## src/rtl/reg_bank_wr.sv

```systemverilog
// reg_bank_wr: 32 x 32-bit register bank with a sticky destination-range error flag and a one-entry write trace.
// Optional macro REG_BANK_BYPASS_EN enables a same-cycle write-through bypass on both read ports.
module reg_bank_wr #(
   parameter logic [31:0] SP_RESET = 32'd227,
   parameter int unsigned NREGS    = 32
) (
   input  logic        clk,
   input  logic        reset,
   input  logic        reg_write,
   input  logic [31:0] wr_index,
   input  logic [31:0] wr_data,
   input  logic [4:0]  rd_index_a,
   input  logic [4:0]  rd_index_b,
   output logic [31:0] rd_data_a,
   output logic [31:0] rd_data_b,
   output logic        idx_err,
   output logic        last_wr_valid,
   output logic [4:0]  last_wr_index,
   output logic [31:0] last_wr_data
);

   localparam logic [4:0] SP_IDX = 5'd29;

   logic [31:0] bank_q [NREGS];
   logic [31:0] bank_d [NREGS];

   logic        idx_err_q, idx_err_d;
   logic        last_wr_valid_q, last_wr_valid_d;
   logic [4:0]  last_wr_index_q, last_wr_index_d;
   logic [31:0] last_wr_data_q, last_wr_data_d;

   logic [4:0]  wr_addr_s;
   logic        wr_hi_nz_s;
   logic        wr_commit_s;
   logic        wr_range_err_s;
   logic [31:0] rd_a_s;
   logic [31:0] rd_b_s;

   function automatic logic [31:0] reset_value(input logic [4:0] idx);
      if (idx == SP_IDX) begin
         reset_value = SP_RESET;
      end else begin
         reset_value = 32'd0;
      end
   endfunction

   // Write qualification: an index-0 write is dropped silently, a non-zero upper index is an error.
   always_comb begin
      wr_addr_s      = wr_index[4:0];
      wr_hi_nz_s     = (wr_index[31:5] != 27'd0);
      wr_commit_s    = reg_write & ~wr_hi_nz_s & (wr_addr_s != 5'd0);
      wr_range_err_s = reg_write & wr_hi_nz_s;
   end

   // Next-state register contents
   always_comb begin
      for (int i = 0; i < NREGS; i++) begin
         if (wr_commit_s && (wr_addr_s == 5'(i))) begin
            bank_d[i] = wr_data;
         end else begin
            bank_d[i] = bank_q[i];
         end
      end
      bank_d[0] = 32'd0;
   end

   // Next-state error flag and write trace
   always_comb begin
      idx_err_d = idx_err_q | wr_range_err_s;
      if (wr_commit_s) begin
         last_wr_valid_d = 1'b1;
         last_wr_index_d = wr_addr_s;
         last_wr_data_d  = wr_data;
      end else begin
         last_wr_valid_d = last_wr_valid_q;
         last_wr_index_d = last_wr_index_q;
         last_wr_data_d  = last_wr_data_q;
      end
   end

   // State registers; an asserted reset discards any write pending on the same edge
   always_ff @(posedge clk or negedge reset) begin
      if (!reset) begin
         for (int i = 0; i < NREGS; i++) begin
            bank_q[i] <= reset_value(5'(i));
         end
         idx_err_q       <= 1'b0;
         last_wr_valid_q <= 1'b0;
         last_wr_index_q <= 5'd0;
         last_wr_data_q  <= 32'd0;
      end else begin
         for (int i = 0; i < NREGS; i++) begin
            bank_q[i] <= bank_d[i];
         end
         idx_err_q       <= idx_err_d;
         last_wr_valid_q <= last_wr_valid_d;
         last_wr_index_q <= last_wr_index_d;
         last_wr_data_q  <= last_wr_data_d;
      end
   end

   // Read port A; the bypass path only exists when the write actually commits
   always_comb begin
      if (rd_index_a == 5'd0) begin
         rd_a_s = 32'd0;
`ifdef REG_BANK_BYPASS_EN
      end else if (wr_commit_s && (rd_index_a == wr_addr_s)) begin
         rd_a_s = wr_data;
`endif
      end else begin
         rd_a_s = bank_q[rd_index_a];
      end
   end

   // Read port B, same rules as port A
   always_comb begin
      if (rd_index_b == 5'd0) begin
         rd_b_s = 32'd0;
`ifdef REG_BANK_BYPASS_EN
      end else if (wr_commit_s && (rd_index_b == wr_addr_s)) begin
         rd_b_s = wr_data;
`endif
      end else begin
         rd_b_s = bank_q[rd_index_b];
      end
   end

   assign rd_data_a     = rd_a_s;
   assign rd_data_b     = rd_b_s;
   assign idx_err       = idx_err_q;
   assign last_wr_valid = last_wr_valid_q;
   assign last_wr_index = last_wr_index_q;
   assign last_wr_data  = last_wr_data_q;

endmodule

```

## config.mk

```make
export PLATFORM = sky130hd
export DESIGN_NAME = reg_bank_wr
export DESIGN_NICKNAME = d
export VERILOG_FILES = /design/src/rtl/reg_bank_wr.sv
export SDC_FILE = /design/constraint.sdc
export NUM_CORES = 2
export LEC_CHECK = 0
export CORE_MARGIN = 2
export CORE_UTILIZATION = 30
export CTS_CLUSTER_DIAMETER = 30
export CTS_CLUSTER_SIZE = 24
export DETAILED_ROUTE_END_ITERATION = 12
export GPL_TIMING_DRIVEN = 1
export SYNTH_ARGS = -nofsm -noshare
export SYNTH_HDL_FRONTEND = slang
export SYNTH_SLANG_ARGS = --single-unit
```

## constraint.sdc

```tcl
create_clock -name clk -period 8.4 [get_ports clk]
set_input_delay 1.68 -clock clk [delete_from_list [all_inputs] [get_ports clk]]
set_output_delay 1.68 -clock clk [all_outputs]
set_load 0.02 [all_outputs]
```

Yosys cells after proc, flatten, opt, wreduce, memory -nomap -nowiden
Cells that the tools add are included.

cells by class
  mux-type cells = 8
  reductions and logical operators = 35
  bitwise operators = 7
  $lt $le $gt $ge = 2
  eq/ne operators = 31

operator list
  cell                count
  $bmux 32 s5         2
  $mux 32             6
  $eq 5x5->1 const B  16
  $eq 5x4->1 const B  8
  $logic_and 1x1->1   31
  $reduce_bool 27->1  1
  $eq 5x3->1 const B  4
  $ge 6x6->1 const B  2
  $not 5->6           2
  $eq 5x2->1 const B  2
  $logic_not 5->1     2
  $eq 5x1->1 const B  1
  $reduce_bool 5->1   1
  $and 1x1->1         3
  $not 1->1           1
  $or 1x1->1          1

word-level totals
  flip-flop bits (word level) = 1031
  input port bits = 77
  output and inout bits = 103

Longest topological paths before layout
  word-level depth = 5
  depth in mapped cells = 9
  gate-level depth less buffers = 4

Worst setup path after synthesis
OpenSTA, ideal clock, no wires.

  path kind = input-to-output
  start = input port rd_index_a[0]
  end = output port rd_data_a[23]
  setup slack = 3.117 ns
  data arrival time = 3.603 ns
  data required time = 6.720 ns
  cell stages on the path = 9
  path buffers = 5
  cell sequence = buf_2 -> buf_2 -> buf_2 -> buf_4 -> buf_2 -> mux2i_1 -> o22ai_1 -> a211oi_1 -> o31ai_1

between the ends
  longest elaborated chain between the ends = 5

ends and longest elaborated chain
  what                                         line  text
  start, declared                              12    input logic [4:0] rd_index_a,
  $not 5->6 (implied by the code)              111   rd_a_s = bank_q[rd_index_a];
  $bmux 32 s5                                  111
  $mux 32 (implied by the code) (2 in series)  111
  $mux 32 (*)                                  104   if (rd_index_a == 5'd0) begin
  end, declared                                14    output logic [31:0] rd_data_a,

Mark *: on every way between the ends. The rest lies on a longest branch, timed or not. The select of a mux whose other input is x is not followed.

Worst setup path after layout
  start = input port rd_index_a[2]
  end = output port rd_data_a[14]

The elaborated chain is that of the path after synthesis.

==> flow_metrics.tcl <==
set metrics [dict create \
    yosysTopAreaCellShare 0.4677 \
    power.internal_mw 9.934 \
    firstDrtPassIters 5 \
    core_um2 182500 \
    ctsHoldBuffers 0 \
    slew_headroom 0.1620 \
    period_needed_ns 6.950 \
    syn_area_um2 54900 \
    syn_area_per_cell_um2 14.82 \
    final-max-slew-violation-count 0 \
    multiInputGateArea_um2 27400 \
    worst_setup_path_start_kind "input pin" \
    start_util 0.3008 \
    die-area_um2 186400 \
    ys_warn_count 0 \
    critPathKind "in2out" \
    yosysMostFrequentCell "dfrtp_1" \
    vias 35747 \
    first_iter_violations 3260 \
    cts_tree "built" \
    rows 157 \
    grt_pass1_wl_um 268000 \
    numCtsBuffers 176 \
    fill_cells 17173 \
    yosys-top-cells-area "dfrtp_1, mux2_1, mux4_2" \
    htree_levels 4 \
    peakVddDrop_mv 0.2275 \
    viasPerCell 5.652 \
    regArea_um2 25810 \
    pwr_density_cell_nw_per_um2 202.4 \
    synth_common_cells "dfrtp_1, mux2_1, mux4_2" \
    final_antenna_net_count 0 \
    port-buffer-count 179 \
    finalHoldViolations 0 \
    clkPwrFrac 0.567 \
    detail_route.wl_per_cell_um 28.90 \
    synth-seq-area-share 0.4701 \
    cts_setup_buffers 0 \
    clock_latency_ns 0.78 \
    postSynth.asyncResetShare 1.000 \
    drc 0 \
    layout-drive-gt1-share 0.2973 \
    grt_usage 0.1955 \
    antenna_found_initial 10 \
    status "completed" \
    setup_ws_ns 1.450 \
    stdcell_count 6325 \
    synth_edf_count 0 \
    finalWeightedCongestion 0.8268 \
    area_growth_pct 19.15 \
    mappedNetlistNets 3781 \
    fmax_ghz 0.1439 \
    stdcell_area_um2 65410 \
    rsz0062_at_grt "no" \
    synth_area_leader_cell "dfrtp_1" \
    p_leak_nw 30.41 \
    finalSetupViolations 0 \
    place_area_um2 59180 \
    ys_dominant_reg_cell "dfrtp_1" \
    cts_sinks 1031 \
    setup-tns-final_ns 0 \
    skew_ns 0 \
    io_pins 180 \
    critPathRequiredTime_ns 6.72 \
    finalCritPeriodShare 0.8274 \
    cts_resized 0 \
    worst_slew_pin_slew_ns 1.253 \
    grt_max_degree 176 \
    swShare 0.2496 \
    chipWidth_um 431.8 \
    share_seq_of_total_power 0.376 \
    dpl_worst_slack_ns 1.426 \
    wl_um 182800 \
    cts-root-buf "clkbuf_16" \
    hold_path.class "reg2reg" \
    worstPathArrival_ns 5.27 \
    dp_hpwl_um 105800 \
    layout.nets 3861 \
    die_y_um 431.8 \
    worstSetupEndpointType "output pin" \
    overflow 0 \
    netlist-cell-type-count 41 \
    dp_cells 5991 \
    grt_pass1_vias 36429 \
    crit_fanout 22 \
    path_clk_slew_ns 0.05 \
    synth-seq-cells 1031 \
    power.switching_mw 3.304 \
    p_comb_frac 0.057 \
    synthCells 3704 \
    cap_violations 0 \
    cts_max_path_buffers 3 \
]
metal layers:
| layer | GRT usage | wire length, um | part of all wire |
|---|---|---|---|
| met5 | 0 | 0 | 0 |
| met4 | 0.07784 | 7306 | 0.040 |
| met3 | 0.03245 | 10990 | 0.060 |
| met2 | 0.3154 | 87000 | 0.48 |
| met1 | 0.2620 | 77490 | 0.42 |
power by group through the flow:
stage / Clock (mW) / Combinational, mW / Sequential [mW]
after floorplan: 0 / 0.364 / 5.06
after global placement: 0 / 0.760 / 5.06
after detailed placement: 0 / 0.764 / 5.06
after CTS: 7.60 / 0.765 / 4.97
after global routing: 7.83 / 0.800 / 4.97
final: 7.51 / 0.760 / 4.97
layout by cell type, fill, tap and decap left out, drive strengths merged, types with 25 or more instances in the layout:
cell type,instances
clkdlybuf4s50,169
o31ai,32
clkinv,44
a211oi,43
nand2,130
mux2i,105
and3,32
o21ai,43
inv,39
nor2,25
nor4,37
dfrtp,1026
o22ai,44
mux4,418
buf,139
a22o,97
mux2,1093
clkbuf,210
final cells by class:
class / count / share of cell area
Antenna cell: 4 / 0.0001530
Clock inverter: 120 / 0.02251
Tap cell: 2385 / 0.04562
Clock buffer: 210 / 0.07252
Sequential cell: 1031 / 0.3945
Multi-Input combinational cell: 2263 / 0.4189
Inverter: 4 / 0.0002678
Timing Repair Buffer: 308 / 0.04553
stage by stage:
step,power [mW],utilization,hold slack [ns]
4_1_cts,13.34,0.3584,0.4749
3_5_place_dp,5.822,0.3243,0.4632
3_3_place_gp,5.818,0.3243,0.4504
2_1_floorplan,5.422,-,0.4693
5_1_grt,13.60,0.3584,0.4939
6_report,13.24,0.3584,0.4746
cells by family after synthesis:
family | Yosys count | share of synthesized area
mux | 1616 | 0.4148
flops | 1031 | 0.4701
buf+inv | 410 | 0.03250
compound gates | 375 | 0.05128
simple gates | 272 | 0.03129
critical path, stage by stage:
cell and delay (ns):
buf_2 0.65, nand2b_2 0.61, buf_12 0.37, o22ai_1 0.16, a211oi_1 0.08, o31ai_1 0.88
clkdlybuf4s50_1 0.78
worst paths after layout:
path / startpoint / depth (start not counted) / to / slack [ns]
hold reg to reg: idx_err$_DFF_PN0_ / 1 / idx_err$_DFF_PN0_ / 0.47
min in group asynchronous: reset / 1 / bank_q[207]$_DFFE_PN0P_ / 0.97
setup reg to reg: last_wr_data[23]$_DFFE_PN0P_ / 1 / last_wr_data[23]$_DFFE_PN0P_ / 7.52
hold / removal: idx_err$_DFF_PN0_ / 1 / idx_err$_DFF_PN0_ / 0.47
setup / recovery: rd_index_a[2] / 7 / rd_data_a[14] / 1.45
max in group asynchronous: reset / 3 / last_wr_data[10]$_DFFE_PN0P_ / 5.54
state kept, by name, indices dropped and copies added (netlist names):
register       cells
idx_err            1
last_wr_index      5
bank_q           992
last_wr_data      32
last_wr_valid      1
(Power assumes the default switching activity.)
